**config.mk**
```make
export PLATFORM = sky130hd
export DESIGN_NAME = enemy_rom_scheduler_flat
export DESIGN_NICKNAME = d
export VERILOG_FILES = /design/src/rtl/enemy_rom_scheduler_if.sv /design/src/rtl/enemy_rom_scheduler.sv /design/src/flat_wrapper.sv
export SDC_FILE = /design/constraint.sdc
export NUM_CORES = 1
export LEC_CHECK = 0
export ABC_CLOCK_PERIOD_IN_PS = 4800
export CORE_MARGIN = 8
export CORE_UTILIZATION = 50
export CTS_BUF_LIST = sky130_fd_sc_hd__clkbuf_4
export DETAILED_ROUTE_END_ITERATION = 16
export PLACE_DENSITY_LB_ADDON = 0.25
export SLEW_MARGIN = 20
export SYNTH_ARGS = -nofsm -noshare
export SYNTH_HDL_FRONTEND = slang
export SYNTH_SLANG_ARGS = --single-unit
```
**constraint.sdc**
```tcl
create_clock -name clk -period 4.8 [get_ports clk]
set_input_delay 1.2 -clock clk [delete_from_list [all_inputs] [get_ports clk]]
set_output_delay 1.2 -clock clk [all_outputs]
set_load 0.02 [all_outputs]
```
**src/rtl/enemy_rom_scheduler_if.sv**
```systemverilog
// Purpose : request/grant/return bundle between the enemy sprite engines, the address mux / ROM pair and the scheduler.
// Latency : wires only.
// Backpressure: none carried here; engines hold req until they see ack.
// Ports   : req (engines -> sched), rden (sched -> addr mux), rom_q (ROM -> sched),
//           data_out/ack (sched -> engines), busy (sched status).
interface enemy_rom_scheduler_if #(
    parameter int DATA_W = 8
);
    logic [7:0]          req;
    logic [7:0]          rden;
    logic [DATA_W-1:0]   rom_q;
    logic [8*DATA_W-1:0] data_out;
    logic [7:0]          ack;
    logic                busy;

    // master: the scheduler itself
    modport master (
        input  req,
        input  rom_q,
        output rden,
        output data_out,
        output ack,
        output busy
    );

    // slave: the engines / ROM side
    modport slave (
        output req,
        output rom_q,
        input  rden,
        input  data_out,
        input  ack,
        input  busy
    );
endinterface

```
**src/rtl/enemy_rom_scheduler.sv**
```systemverilog
// Purpose : round-robin one-hot read grant for the shared enemy sprite ROM; returns each word to its requester with an ack pulse.
// Latency : req sampled at E0 -> rden after E0 -> data_out slice + ack after E(ROM_LAT+1).
// Backpressure: one grant per cycle; an enemy is masked from the grant edge through its ack edge.
// Ports   : clk, reset (async, active-high), bus (master modport: req, rom_q in; rden, data_out, ack, busy out).
module enemy_rom_scheduler #(
    parameter int DATA_W  = 8,
    parameter int ROM_LAT = 2
) (
    input  logic                  clk,
    input  logic                  reset,
    enemy_rom_scheduler_if.master bus
);

    logic [2:0]          ptr_q;
    logic [7:0]          inflight_q;
    logic [7:0]          rden_q;
    logic [7:0]          ack_q;
    logic [8*DATA_W-1:0] data_q;
    logic                busy_q;

    // rden_q acts as tag stage 0; tag_q[ROM_LAT-1] is the stage whose
    // read data is on rom_q right now.
    logic [7:0]          tag_q [ROM_LAT];

    logic [7:0]          elig;
    logic                grant_vld;
    logic [2:0]          grant_idx;
    logic [2:0]          idx;
    logic [7:0]          grant_oh;
    logic [7:0]          ret_oh;
    logic [7:0]          inflight_nxt;
    logic                tag_any_nxt;
    logic                busy_nxt;

    always_comb begin
        elig      = bus.req & ~inflight_q;
        grant_vld = 1'b0;
        grant_idx = ptr_q;
        idx       = ptr_q;
        // Search upward from ptr+1; the 3-bit add wraps 7 -> 0, and the
        // final step (k=8) revisits ptr itself.
        for (int k = 1; k <= 8; k++) begin
            idx = ptr_q + 3'(k);
            if (!grant_vld && elig[idx]) begin
                grant_vld = 1'b1;
                grant_idx = idx;
            end
        end
        grant_oh = grant_vld ? (8'b1 << grant_idx) : 8'b0;

        ret_oh       = tag_q[ROM_LAT-1];
        inflight_nxt = (inflight_q & ~ret_oh) | grant_oh;

        // Tag stages as they will be after this edge: rden shifts into
        // stage 0, the last stage falls off.
        tag_any_nxt = |rden_q;
        for (int k = 0; k < ROM_LAT - 1; k++) begin
            tag_any_nxt = tag_any_nxt | (|tag_q[k]);
        end
        busy_nxt = (|grant_oh) | tag_any_nxt | (|inflight_nxt);
    end

    always_ff @(posedge clk or posedge reset) begin
        if (reset) begin
            ptr_q      <= 3'd7;
            inflight_q <= 8'h00;
            rden_q     <= 8'h00;
            ack_q      <= 8'h00;
            data_q     <= '0;
            busy_q     <= 1'b0;
            for (int k = 0; k < ROM_LAT; k++) begin
                tag_q[k] <= 8'h00;
            end
        end else begin
            rden_q     <= grant_oh;
            inflight_q <= inflight_nxt;
            ack_q      <= ret_oh;
            busy_q     <= busy_nxt;
            if (grant_vld) begin
                ptr_q <= grant_idx;
            end
            tag_q[0] <= rden_q;
            for (int k = 1; k < ROM_LAT; k++) begin
                tag_q[k] <= tag_q[k-1];
            end
            for (int i = 0; i < 8; i++) begin
                if (ret_oh[i]) begin
                    data_q[i*DATA_W +: DATA_W] <= bus.rom_q;
                end
            end
        end
    end

    assign bus.rden     = rden_q;
    assign bus.ack      = ack_q;
    assign bus.data_out = data_q;
    assign bus.busy     = busy_q;

endmodule

```
**src/flat_wrapper.sv**
```systemverilog
// flat-port wrapper written by rule: the top's interface ports become plain ports
module enemy_rom_scheduler_flat 
#(
    parameter int DATA_W  = 8,
    parameter int ROM_LAT = 2
)
  (clk, reset, bus_req, bus_rom_q, bus_rden, bus_data_out, bus_ack, bus_busy);
  enemy_rom_scheduler_if #(.DATA_W(DATA_W)) bus_i ();
  input  logic clk;
  input  logic reset;
  input wire logic [$bits(bus_i.req)-1:0] bus_req;
  input wire logic [$bits(bus_i.rom_q)-1:0] bus_rom_q;
  output wire logic [$bits(bus_i.rden)-1:0] bus_rden;
  output wire logic [$bits(bus_i.data_out)-1:0] bus_data_out;
  output wire logic [$bits(bus_i.ack)-1:0] bus_ack;
  output wire logic [$bits(bus_i.busy)-1:0] bus_busy;
  assign bus_i.req = bus_req;
  assign bus_i.rom_q = bus_rom_q;
  assign bus_rden = bus_i.rden;
  assign bus_data_out = bus_i.data_out;
  assign bus_ack = bus_i.ack;
  assign bus_busy = bus_i.busy;
  enemy_rom_scheduler #(.DATA_W(DATA_W), .ROM_LAT(ROM_LAT)) u_core (.clk(clk), .reset(reset), .bus(bus_i));
endmodule
```
==> metrics.txt <==
status finished, final reports clean; sort of element at the start of the critical path register; number of hold buffers added after CTS 0; buffer levels on the longest clock path 2; non-filler instance count after layout 549; clock period minus worst slack 4110 ps; Setup Total Neg Slack 0 ps; pin slew with the least headroom to its limit 703 ps; critical path start-end classification register to register; worst-skew pair later-pin latency 460 ps; Detailed Route Iter0 Violations 189; top flip-flop cell by instance count after synthesis sky130_fd_sc_hd__dfrtp_1; IO Count 99; count of nets left with antenna violations after detail routing 0; clock tree skew after final layout 25.6 ps; vertical die dimension 113 um; fill cell instance count of the final layout 719; Max Slew Vio Count 0; upper clock frequency limit 0.243 GHz; starting utilization of the core area 51.1%; std cell rows 35; total nets after synthesis 357; routability congestion estimate 0.909; total of warnings raised by yosys 0; final setup violating endpoints 0; post-detailed-route via-to-cell ratio 5.70; depth of the worst hold-timing path 0; clock sink total 108; Synth Area per Inst 13.9 um2; overall via count from detail_route 3,127; number of cells on the worst reg-to-reg path 9; aggregate global-route resource usage 18.2%; highest net fanout along the worst path 18; wirelength, routed 11.2 mm; RSZ-0062 raised after global routing false; number of storage elements in the synthesis netlist 108; die area 12,800 um2; overflow left after global routing 0; layout cell share with drive strength beyond 1 25.3%; FF/Latch Area 2710 um2; TritonCTS clock tree built; relative slew slack 53.1%; first-pass iteration count of the detailed router 4; Worst EP arrival 4430 ps; count of input and output buffers 98; data required time of the worst path 5120 ps; tightest hold margin 367 ps; share of the clock period used by the worst path after layout 85.7%; share of async-settable or async-resettable flops after synthesis 100%; area of the multi-input gates 1870 um2; Post-Synthesis Cells 337; total half-perimeter wirelength after legalization and detailed placement 8.24 mm; maximum level of the CTS H-tree 3; final standard cell area without fillers 5920 um2; width of the chip 113 um; buffer cell driving the clock tree root sky130_fd_sc_hd__clkbuf_4; core region area 9200 um2; DRC violation count after routing 0; max-capacitance violation count 0; hold crit path type register to register; dominant cells by area after synthesis sky130_fd_sc_hd__dfrtp_1, sky130_fd_sc_hd__mux2_2, sky130_fd_sc_hd__mux4_2; portion of synthesized cell area occupied by the leading cell type 55.9%; CTS buffer count 9; Net count, final 453; cell total after placement 533; cell type with the highest aggregate area in the netlist sky130_fd_sc_hd__dfrtp_1; first-pass GRT wire length 18.1 mm; quantity of gates resized following cts 0; maximum number of pins on one net before global-route repair 62; clock transition at the registers of the reported paths 170 ps; total standard cell area after synthesis 4700 um2; share of the yosys chip area belonging to registers 57.6%; buffers inserted by post-CTS timing repair 0; post-synthesis cell type count 54; per-cell routed wire length 20.4 um; Layout area overhead 25.9%; number of antenna violations at the first check in global routing 0; vias in the first global route 3,287; placed instance area 5770 um2; category of the worst setup path capture point register; Final Hold Violating Endpoints 0; number of enable-type register cells in the synthesized netlist 0; Diodes inserted 0
==> routing by layer <==
| layer | track usage, % | vias to the layer above | share of wire (%) |
|---|---|---|---|
| met3 | 7.19 | 10 | 9.3 |
| met1 | 22.5 | 1575 | 40 |
| met2 | 29.6 | 100 | 49 |
| met5 | 0 | - | 0 |
| met4 | 3.82 | 0 | 0.73 |
| li1 | - | 1442 | - |
==> cells in the mapped netlist (2+ instances only) <==
cell,count
sky130_fd_sc_hd__nor4b_1,2
sky130_fd_sc_hd__buf_2,2
sky130_fd_sc_hd__mux4_2,7
sky130_fd_sc_hd__nor4_1,13
sky130_fd_sc_hd__nor4bb_1,4
sky130_fd_sc_hd__clkbuf_1,12
sky130_fd_sc_hd__o31ai_1,2
sky130_fd_sc_hd__o22ai_1,2
sky130_fd_sc_hd__nor2_1,10
sky130_fd_sc_hd__ha_1,2
sky130_fd_sc_hd__o211ai_1,2
sky130_fd_sc_hd__nand2_1,11
sky130_fd_sc_hd__o41ai_1,8
sky130_fd_sc_hd__o32ai_1,2
sky130_fd_sc_hd__inv_2,3
sky130_fd_sc_hd__dfrtp_1,105
sky130_fd_sc_hd__mux2_2,70
sky130_fd_sc_hd__a21oi_1,5
sky130_fd_sc_hd__xnor2_1,2
sky130_fd_sc_hd__o21ai_0,3
sky130_fd_sc_hd__mux2i_1,8
sky130_fd_sc_hd__nand2b_1,17
sky130_fd_sc_hd__inv_1,4
sky130_fd_sc_hd__nor3_1,5
sky130_fd_sc_hd__nand4_1,3
sky130_fd_sc_hd__xor2_1,2
sky130_fd_sc_hd__and4b_1,2
sky130_fd_sc_hd__dfstp_2,3
==> cell families (layout without fill, tap and decap cells) <==
group | after synthesis | count (layout) | synth area share [%]
flops | 108 | 108 | 57.6
mux | 86 | 86 | 22.1
simple gates | 76 | 76 | 10.1
compound gates | 36 | 36 | 6.07
buf+inv | 24 | 125 | 2.48
xor+xnor | 5 | 5 | 1.09
fa+ha+maj | 2 | 2 | 0.533
==> cells in the final DEF, fill, tap and decap left out, types with 3 or more instances in the layout <==
cell / instances
sky130_fd_sc_hd__clkbuf_4: 9
sky130_fd_sc_hd__o41ai_1: 8
sky130_fd_sc_hd__nand2_1: 11
sky130_fd_sc_hd__dfstp_2: 3
sky130_fd_sc_hd__nor2_1: 10
sky130_fd_sc_hd__mux2i_1: 8
sky130_fd_sc_hd__nor3_1: 5
sky130_fd_sc_hd__inv_2: 3
sky130_fd_sc_hd__o21ai_0: 3
sky130_fd_sc_hd__inv_1: 3
sky130_fd_sc_hd__nand2b_1: 17
sky130_fd_sc_hd__nor4_1: 13
sky130_fd_sc_hd__nand4_1: 3
sky130_fd_sc_hd__dfrtp_1: 105
sky130_fd_sc_hd__clkdlybuf4s50_1: 98
sky130_fd_sc_hd__mux4_2: 7
sky130_fd_sc_hd__buf_4: 3
sky130_fd_sc_hd__mux2_2: 70
sky130_fd_sc_hd__nor4bb_1: 4
sky130_fd_sc_hd__a21oi_1: 5
==> per-stage QoR <==
step / utilization, % / setup WS, ps
detailed placement: 62.7 / 474
CTS: 64.3 / 679
finish: 64.3 / 688
global route: 64.3 / 299
global placement: 62.7 / 629
floorplan: - / 759
==> state kept, by name, indices dropped and copies added, names as in the netlist <==
| register | cells |
|---|---|
| u_core.bus.data_out | 64 |
| u_core.bus.ack | 8 |
| u_core.bus.rden | 8 |
| u_core.inflight_q | 8 |
| u_core.ret_oh | 8 |
| u_core.tag_q | 8 |
| u_core.ptr_q | 3 |
| u_core.bus.busy | 1 |
==> path summary, 6_finish.rpt <==
kind,from,end,slack [ps]
worst max-delay path,u_core.ptr_q[0],u_core.inflight_q[1],690
worst min-delay path,u_core.tag_q[8],u_core.ret_oh[0],370
worst max register to register,u_core.ptr_q[0],u_core.inflight_q[1],690
worst min register to register,u_core.tag_q[8],u_core.ret_oh[0],370
max in group asynchronous,reset,u_core.bus.data_out[51],2770
min in group asynchronous,reset,u_core.bus.data_out[62],1180
==> worst max-delay path, cell delays in order, from the launching register on <==
cell                       delay (ps)
sky130_fd_sc_hd__dfstp_2          850
sky130_fd_sc_hd__clkinv_8         140
sky130_fd_sc_hd__ha_1             480
sky130_fd_sc_hd__inv_1            280
sky130_fd_sc_hd__mux4_2           620
sky130_fd_sc_hd__nor4b_2          430
sky130_fd_sc_hd__nand2_1          170
sky130_fd_sc_hd__o31ai_4          410
sky130_fd_sc_hd__inv_2            160
sky130_fd_sc_hd__o41ai_1          440
==> final cells by class <==
type,instances,share of cell area [%]
Inverter,8,0.761
Multi-Input combinational cell,205,31.7
Clock buffer,9,1.14
Timing Repair Buffer,101,17.0
Clock inverter,7,1.35
Tap cell,111,2.35
Sequential cell,108,45.7
Power is left out: the tool's default activity adds up to more than one toggle a clock period on the data nets, which glitch-free logic cannot reach.
